--- src/rtl/bt_seq_alu.sv ---
// bt_seq_alu: sequential balanced-ternary ALU (add, sub, mul, neg).
// Trit codes: 2'b01 = -1, 2'b11 = 0, 2'b10 = +1, 2'b00 is invalid and is
// treated as 0. Add/sub/neg take one RUN cycle. Multiply takes TRITS RUN
// cycles and consumes one multiplier trit per cycle.
// Optional feature macro: BT_INVALID_CHECK_EN adds the err output, which
// flags 2'b00 trits seen in the operands of the current transaction.
module bt_seq_alu #(
    parameter int TRITS = 4
) (
    input  logic                 clk,
    input  logic                 rst,
    input  logic                 in_valid,
    output logic                 in_ready,
    input  logic [1:0]           op,
    input  logic [2*TRITS-1:0]   a,
    input  logic [2*TRITS-1:0]   b,
    output logic                 out_valid,
    input  logic                 out_ready,
    output logic [4*TRITS-1:0]   result
`ifdef BT_INVALID_CHECK_EN
    ,
    output logic                 err
`endif
);

    localparam int W      = 2 * TRITS;   // operand width in bits
    localparam int RW     = 4 * TRITS;   // result width in bits
    localparam int RT     = 2 * TRITS;   // result width in trits
    localparam int STEP_W = (TRITS > 1) ? $clog2(TRITS) : 1;

    localparam logic [RW-1:0]     ZERO      = {RT{2'b11}};
    localparam logic [STEP_W-1:0] LAST_STEP = STEP_W'(TRITS - 1);

    localparam logic [1:0] OP_ADD = 2'b00;
    localparam logic [1:0] OP_SUB = 2'b01;
    localparam logic [1:0] OP_MUL = 2'b10;
    localparam logic [1:0] OP_NEG = 2'b11;

    typedef enum logic [1:0] {
        IDLE = 2'd0,
        RUN  = 2'd1,
        DONE = 2'd2
    } state_t;

    state_t              state_reg;
    logic [W-1:0]        a_reg;
    logic [W-1:0]        b_reg;
    logic [1:0]          op_reg;
    logic [RW-1:0]       acc_reg;
    logic [RW-1:0]       result_reg;
    logic [STEP_W-1:0]   step_reg;
    logic                out_valid_reg;

    logic [W-1:0]        a_neg;
    logic [W-1:0]        b_neg;
    logic [1:0]          b_trit;
    logic [W-1:0]        pp;
    logic [RW-1:0]       add_x;
    logic [RW-1:0]       add_y;
    logic [RW-1:0]       add_sum;

    // Decode a trit code to its value; 00 and 11 both read as zero.
    function automatic logic signed [3:0] trit_val(input logic [1:0] c);
        case (c)
            2'b01:   trit_val = -4'sd1;
            2'b10:   trit_val = 4'sd1;
            default: trit_val = 4'sd0;
        endcase
    endfunction

    // Encode a digit in -1..+1 back to its canonical code.
    function automatic logic [1:0] trit_enc(input logic signed [3:0] v);
        case (v)
            -4'sd1:  trit_enc = 2'b01;
            4'sd1:   trit_enc = 2'b10;
            default: trit_enc = 2'b11;
        endcase
    endfunction

    // Ripple balanced-ternary add over the full result width. The final
    // carry is dropped: every caller keeps the true sum inside RT trits.
    function automatic logic [RW-1:0] bt_add(input logic [RW-1:0] x,
                                             input logic [RW-1:0] y);
        logic signed [3:0] carry;
        logic signed [3:0] s;
        logic [RW-1:0]     sum;
        carry = 4'sd0;
        sum   = ZERO;
        for (int i = 0; i < RT; i++) begin
            s = trit_val(x[2*i +: 2]) + trit_val(y[2*i +: 2]) + carry;
            if (s > 4'sd1) begin
                s     = s - 4'sd3;
                carry = 4'sd1;
            end else if (s < -4'sd1) begin
                s     = s + 4'sd3;
                carry = -4'sd1;
            end else begin
                carry = 4'sd0;
            end
            sum[2*i +: 2] = trit_enc(s);
        end
        return sum;
    endfunction

    // Negation swaps 01 and 10 in each trit, i.e. reverses each bit pair.
    for (genvar gi = 0; gi < TRITS; gi++) begin : gen_neg
        assign a_neg[2*gi +: 2] = {a_reg[2*gi], a_reg[2*gi+1]};
        assign b_neg[2*gi +: 2] = {b_reg[2*gi], b_reg[2*gi+1]};
    end

    // Select the adder operands for the registered op and the current step.
    always_comb begin
        b_trit = b_reg[{step_reg, 1'b0} +: 2];
        case (b_trit)
            2'b10:   pp = a_reg;
            2'b01:   pp = a_neg;
            default: pp = '0;
        endcase
        add_x = ZERO;
        add_y = ZERO;
        case (op_reg)
            OP_ADD: begin
                add_x = {{W{1'b0}}, a_reg};
                add_y = {{W{1'b0}}, b_reg};
            end
            OP_SUB: begin
                add_x = {{W{1'b0}}, a_reg};
                add_y = {{W{1'b0}}, b_neg};
            end
            OP_MUL: begin
                // Zero bits shifted in are 00 codes, which read as zero.
                add_x = acc_reg;
                add_y = {{W{1'b0}}, pp} << {step_reg, 1'b0};
            end
            default: begin
                add_x = ZERO;
                add_y = {{W{1'b0}}, a_neg};
            end
        endcase
        add_sum = bt_add(add_x, add_y);
    end

`ifdef BT_INVALID_CHECK_EN
    logic [TRITS-1:0] a_bad;
    logic [TRITS-1:0] b_bad;
    logic             operand_bad;
    logic             err_reg;

    for (genvar gi = 0; gi < TRITS; gi++) begin : gen_chk
        assign a_bad[gi] = (a[2*gi +: 2] == 2'b00);
        assign b_bad[gi] = (b[2*gi +: 2] == 2'b00);
    end

    assign operand_bad = (|a_bad) || ((op != OP_NEG) && (|b_bad));

    // Capture the operand check on each accept; held until the next one.
    always_ff @(posedge clk) begin
        if (rst) begin
            err_reg <= 1'b0;
        end else if (state_reg == IDLE && in_valid) begin
            err_reg <= operand_bad;
        end
    end

    assign err = err_reg;
`endif

    // Control FSM with operand capture, multiply accumulation and result hold.
    always_ff @(posedge clk) begin
        if (rst) begin
            state_reg     <= IDLE;
            a_reg         <= '0;
            b_reg         <= '0;
            op_reg        <= OP_ADD;
            acc_reg       <= ZERO;
            result_reg    <= ZERO;
            step_reg      <= '0;
            out_valid_reg <= 1'b0;
        end else begin
            case (state_reg)
                IDLE: begin
                    if (in_valid) begin
                        a_reg     <= a;
                        b_reg     <= b;
                        op_reg    <= op;
                        acc_reg   <= ZERO;
                        step_reg  <= '0;
                        state_reg <= RUN;
                    end
                end
                RUN: begin
                    if (op_reg == OP_MUL) begin
                        acc_reg <= add_sum;
                        if (step_reg == LAST_STEP) begin
                            result_reg    <= add_sum;
                            out_valid_reg <= 1'b1;
                            step_reg      <= '0;
                            state_reg     <= DONE;
                        end else begin
                            step_reg <= step_reg + 1'b1;
                        end
                    end else begin
                        result_reg    <= add_sum;
                        out_valid_reg <= 1'b1;
                        state_reg     <= DONE;
                    end
                end
                DONE: begin
                    if (out_ready) begin
                        out_valid_reg <= 1'b0;
                        state_reg     <= IDLE;
                    end
                end
                default: begin
                    state_reg <= IDLE;
                end
            endcase
        end
    end

    assign in_ready  = (state_reg == IDLE) && !rst;
    assign out_valid = out_valid_reg;
    assign result    = result_reg;

endmodule

--- config.mk ---
export PLATFORM = sky130hd
export DESIGN_NAME = bt_seq_alu
export DESIGN_NICKNAME = d
export VERILOG_FILES = /design/src/rtl/bt_seq_alu.sv
export SDC_FILE = /design/constraint.sdc
export NUM_CORES = 1
export LEC_CHECK = 0
export ABC_AREA = 1
export CAP_MARGIN = 5
export CORE_MARGIN = 4
export CORE_UTILIZATION = 40
export CTS_BUF_LIST = sky130_fd_sc_hd__clkbuf_4 sky130_fd_sc_hd__clkbuf_8 sky130_fd_sc_hd__clkbuf_16
export DETAILED_ROUTE_END_ITERATION = 16
export HOLD_SLACK_MARGIN = 0.06
export PLACE_DENSITY = 0.66
export SYNTH_ARGS = -nofsm -noshare
export SYNTH_HDL_FRONTEND = slang
export SYNTH_SLANG_ARGS = --single-unit
export TNS_END_PERCENT = 5
--- constraint.sdc ---
create_clock -name clk -period 15.9 [get_ports clk]
set_input_delay 3.18 -clock clk [delete_from_list [all_inputs] [get_ports clk]]
set_output_delay 3.18 -clock clk [all_outputs]
set_load 0.005 [all_outputs]
==> results.json, run 1 <==
{
  "outcome": "finished clean",
  "vias": 5434,
  "netlist_instances": 905,
  "clockBufferDepth": 2,
  "crit_type": "reg -> reg",
  "cpPeakStageDelay_ns": 0.61,
  "yosysWarningCount": 0,
  "critPathArrivalTime_ns": 14.92,
  "wl_met2_um": 6410,
  "critical_path.top_delay_family": "adder cells",
  "dr.pass1.iters": 5,
  "avgSynthCellArea_um2": 6.32,
  "h-tree-depth": 2,
  "maxCapViolCount": 0,
  "crit_fanout": 17,
  "path_depth": 68,
  "grt_overflow_total": 0,
  "cts_root_buf": "clkbuf_16",
  "setup_viol": 0,
  "seq_area_frac_synth_pct": 19.3,
  "grt_max_degree": 35,
  "ys_top_cells_by_area": "dfxtp_1, nand2_1, ha_1",
  "cts_tree": "yes",
  "clk_pin_slew_ns": 0.07,
  "setup_ws_ns": 1.18,
  "fin_crit_ns": 14.72,
  "relSlewSlack_pct": 42.5,
  "drive_gt1_share_pct": 7.82,
  "cts-buffers-inserted": 5,
  "endpoint_kind": "flop",
  "area_growth_pct": 12.5,
  "synth_largest_area_cell": "dfxtp_1",
  "post-place-ws_ns": 0.327,
  "synth_flop_cell": "dfxtp_1",
  "synth_most_common_cell": "nand2_1",
  "route.detailed.drc": 0,
  "wirelength_um": 13300,
  "via_per_inst": 4.88,
  "cts_sinks": 55,
  "num_antenna_cells": 0,
  "syn_area_um2": 5720,
  "wl_per_cell_um": 11.9,
  "synth_nets": 1004,
  "hold_class": "reg -> reg",
  "gp_congestion": 0.910,
  "rows": 43,
  "routedLengthMet1_um": 6100,
  "path_common_cell": "ha_1",
  "timing.fmax_mhz": 67.9,
  "async_reset_ff_share_pct": 0,
  "min_period_over_period_pct": 92.6,
  "hold_depth": 2,
  "path_buf_inv": 15,
  "core-area_um2": 13900,
  "crit_start": "step_reg[0]",
  "tightest_slew_ns": 0.862,
  "ys_types": 40,
  "dieArea_um2": 16300,
  "slowest_stage": "fa_2",
  "clock-skew-final_ns": 0.0120,
  "die_h_um": 128,
  "dieWidth_um": 128,
  "grt_usage_pct": 16.7,
  "io_pins": 40,
  "cp.required_ns": 16.10,
  "ant_nets": 0,
  "crit_path_start_kind": "flop",
  "min_from": "out_valid",
  "fin_nets": 1032,
  "numPortBuffers": 39,
  "hpwlAfterDp_um": 10100,
  "grt_pass1_vias": 4914,
  "clk_latency_ns": 0.31,
  "dr_wl_met3_um": 485,
  "synth_top_area_share_pct": 19.3,
  "synth-edff-count": 0,
  "top_layer_used": "met4",
  "first_iter_violations": 268,
  "ys_ff_latch": 55,
  "slew_viol_final": 0,
  "worstRegToRegCells": 68,
  "antenna_found_initial": 0,
  "synth_common_cells": "nand2_1, inv_1, nand3_1",
  "hold_violations": 0,
  "grt_pass1_wl_um": 22300,
  "start_util_pct": 41.0,
  "timing.rr.start": "step_reg[0]"
}
layer usage:
metal	global-route usage [%]	vias up
li1	-	2875
met1	21.3	2425
met2	28.7	113
met3	2.76	21
met4	5.11	0
met5	0	-
worst register-to-register path: cells and delay by family (launching register included):
kind            cells  cell delay (ns)
simple gates       23             2.24
flops               1             0.41
compound gates      4             0.67
buf+inv            15             1.36
fa+ha+maj          26             9.92
cells by family after synthesis:
group	synth area share, %
adder cells (fa/ha/maj)	20.3
buffers and inverters	13.3
XOR/XNOR	1.07
flip-flops	19.3
AND/OR/NAND/NOR	32.4
AO/OA/AOI/OAI	13.6
placed cells by master (no fill, tap or decap), types with 21 or more instances in the layout:
master,count
o21ai_0,51
clkdlybuf4s50_1,39
ha_1,51
fa_1,21
nand3_1,61
dfxtp_1,53
inv_1,148
nor2_1,55
nand2_1,280
a21oi_1,53
path summary, 6_finish.rpt:
kind                                     to  slack, ns
worst max-delay path            acc_reg[15]       1.18
worst min-delay path              out_valid       0.47
worst max register to register  acc_reg[15]       1.18
worst min register to register    out_valid       0.47
per-stage QoR:
| stage | cells | area (um2) | setup TNS [ns] | hold WS [ns] | utilization [%] |
|---|---|---|---|---|---|
| after floorplan | 905 | 5720 | 0 | 0.460 | - |
| after global routing | 1114 | 6430 | -0.0439 | 0.489 | 46.2 |
| after global placement | 1103 | 6220 | 0 | 0.451 | 44.6 |
| final | 1114 | 6430 | 0 | 0.467 | 46.2 |
| after detailed placement | 1103 | 6220 | 0 | 0.457 | 44.6 |
| after CTS | 1111 | 6380 | 0 | 0.472 | 45.8 |
layout make-up:
class / instances / area (um2)
clock buffer: 7 / 153
sequential: 55 / 1110
inverter: 169 / 644
fill: 1424 / 7500
timing repair buffer: 44 / 428
clock inverter: 1 / 7.51
tap: 180 / 225
multi-input combinational: 658 / 3870
what timing repair did:
action,in CTS,in global routing
hold buffers,0,0
setup buffers,0,3
resized for setup,0,17
endpoints found under the setup margin,0,4
Power of run 1 is not shown: default switching activity piles up to over one toggle a cycle in this logic, so the estimate is an artifact.
==> run 2, diff against run 1 <==
--- a/config.mk
+++ b/config.mk
@@ -8,11 +8,11 @@
 export ABC_AREA = 1
 export CAP_MARGIN = 5
 export CORE_MARGIN = 4
-export CORE_UTILIZATION = 40
+export CORE_UTILIZATION = 35
 export CTS_BUF_LIST = sky130_fd_sc_hd__clkbuf_4 sky130_fd_sc_hd__clkbuf_8 sky130_fd_sc_hd__clkbuf_16
 export DETAILED_ROUTE_END_ITERATION = 16
 export HOLD_SLACK_MARGIN = 0.06
-export PLACE_DENSITY = 0.66
+export PLACE_DENSITY = 0.6
 export SYNTH_ARGS = -nofsm -noshare
 export SYNTH_HDL_FRONTEND = slang
 export SYNTH_SLANG_ARGS = --single-unit
==> run 2 against run 1 <==
  * Core utilization shrank 5.3 points
  * Design area increased by 1.2%
  * Via count is 0.35% lower
  * Worst hold slack better by 0.00070 ns
  * Count of clock-buffer cells in the layout decreased by 1
  * Critical endpoint unchanged
  * Highest routed layer unchanged
==> results.json, run 2 (same netlist as run 1, synthesis figures left out) <==
{
  "slowest_stage": "fa_2",
  "rows": 46,
  "first_iter_violations": 259,
  "h-tree-depth": 2,
  "dieWidth_um": 136,
  "timing.rr.start": "step_reg[0]",
  "crit_type": "reg -> reg",
  "clk_pin_slew_ns": 0.07,
  "min_from": "result[4]",
  "dr.pass1.iters": 5,
  "setup_ws_ns": 1.06,
  "num_antenna_cells": 0,
  "cpPeakStageDelay_ns": 0.61,
  "gp_congestion": 0.898,
  "outcome": "finished clean",
  "antenna_found_initial": 0,
  "crit_path_start_kind": "flop",
  "io_pins": 40,
  "dieArea_um2": 18400,
  "wirelength_um": 13800,
  "cts_sinks": 55,
  "drive_gt1_share_pct": 8.00,
  "post-place-ws_ns": 0.421,
  "crit_fanout": 17,
  "clockBufferDepth": 2,
  "maxCapViolCount": 0,
  "tightest_slew_ns": 0.885,
  "cts_tree": "yes",
  "setup_viol": 0,
  "grt_overflow_total": 0,
  "wl_per_cell_um": 12.0,
  "cp.required_ns": 16.10,
  "timing.fmax_mhz": 67.4,
  "area_growth_pct": 13.9,
  "crit_start": "step_reg[0]",
  "numPortBuffers": 39,
  "final_common_cell": "nand2_1",
  "fin_nets": 1035,
  "relSlewSlack_pct": 40.9,
  "critPathArrivalTime_ns": 15.04,
  "path_common_cell": "ha_1",
  "vias": 5415,
  "grt_pass1_vias": 5082,
  "hold_class": "reg -> reg",
  "hold_violations": 0,
  "route.detailed.drc": 0,
  "clk_latency_ns": 0.30,
  "layout_common_cells": "nand2_1, inv_1, nand3_1",
  "fin_crit_ns": 14.84,
  "start_util_pct": 35.8,
  "via_per_inst": 4.70,
  "grt_max_degree": 35,
  "slew_viol_final": 0,
  "cts-hold-fix-buffers": 0,
  "cts-buffers-inserted": 5,
  "min_period_over_period_pct": 93.3,
  "core-area_um2": 15900,
  "cts_root_buf": "clkbuf_16",
  "ant_nets": 0,
  "hpwlAfterDp_um": 10600,
  "die_h_um": 136,
  "final_core_util_pct": 40.8,
  "endpoint_kind": "flop",
  "grt_usage_pct": 15.4,
  "grt_pass1_wl_um": 23500,
  "clock-skew-final_ns": 0.00765
}
-- run 2: cell count changes in the layout (fill, tap and decap cells not counted) --
cell,change
clkinvlp_4,-2
fa_2,-1
a21oi_1,+1
a21oi_2,-1
a32oi_2,+1
o21ai_1,+1
a32oi_1,-1
clkinv_2,+1
clkbuf_8,-1
inv_2,+1
buf_4,+3
o21ai_0,-1
fa_1,+1
bufinv_16,+1
-- run 2: per-stage QoR --
stage | hold WS (ns) | std cells | area (um2) | TNS [ns]
2_1_floorplan | 0.460 | 905 | 5720 | 0
3_3_place_gp | 0.452 | 1141 | 6280 | 0
3_5_place_dp | 0.452 | 1141 | 6280 | 0
4_1_cts | 0.471 | 1149 | 6450 | 0
5_1_grt | 0.484 | 1153 | 6510 | -0.0174
6_report | 0.467 | 1153 | 6510 | 0
-- run 2: area by class of cell --
type                    count  area (um2)
fillers                  1710        9430
multi-input cells         658        3870
flip-flops and latches     55        1110
inverters                 169         641
repair buffers             47         450
well taps                 216         270
clock buffers               6         139
clock inverters             2        35.0
-- run 2: worst max-delay path: cells and delay by family (launching register included) --
| kind | cells | cell delay, ns |
|---|---|---|
| compound gates | 4 | 0.76 |
| flops | 1 | 0.41 |
| fa+ha+maj | 26 | 9.92 |
| buf+inv | 15 | 1.27 |
| simple gates | 23 | 2.33 |
-- run 2: per-layer routing --
| metal | GRT usage, % | part of all wire, % | vias up |
|---|---|---|---|
| li1 | - | - | 2883 |
| met1 | 20.5 | 47 | 2425 |
| met2 | 26.1 | 47 | 91 |
| met3 | 2.15 | 3.8 | 16 |
| met4 | 4.26 | 1.9 | 0 |
| met5 | 0 | 0 | - |
-- run 2: path summary, 6_finish.rpt --
check                 to  slack (ns)  cells after the start
min reg2reg    result[4]        0.47                      2
min            result[4]        0.47                      2
max          acc_reg[15]        1.06                     68
max reg2reg  acc_reg[15]        1.06                     68
-- run 2: what timing repair did --
action	4_1_cts	5_1_grt
endpoints found under the hold margin	0	0
resized for setup	0	17
setup endpoints to repair	0	4
setup buffers	0	4
Power of run 2 is left out for the same reason.
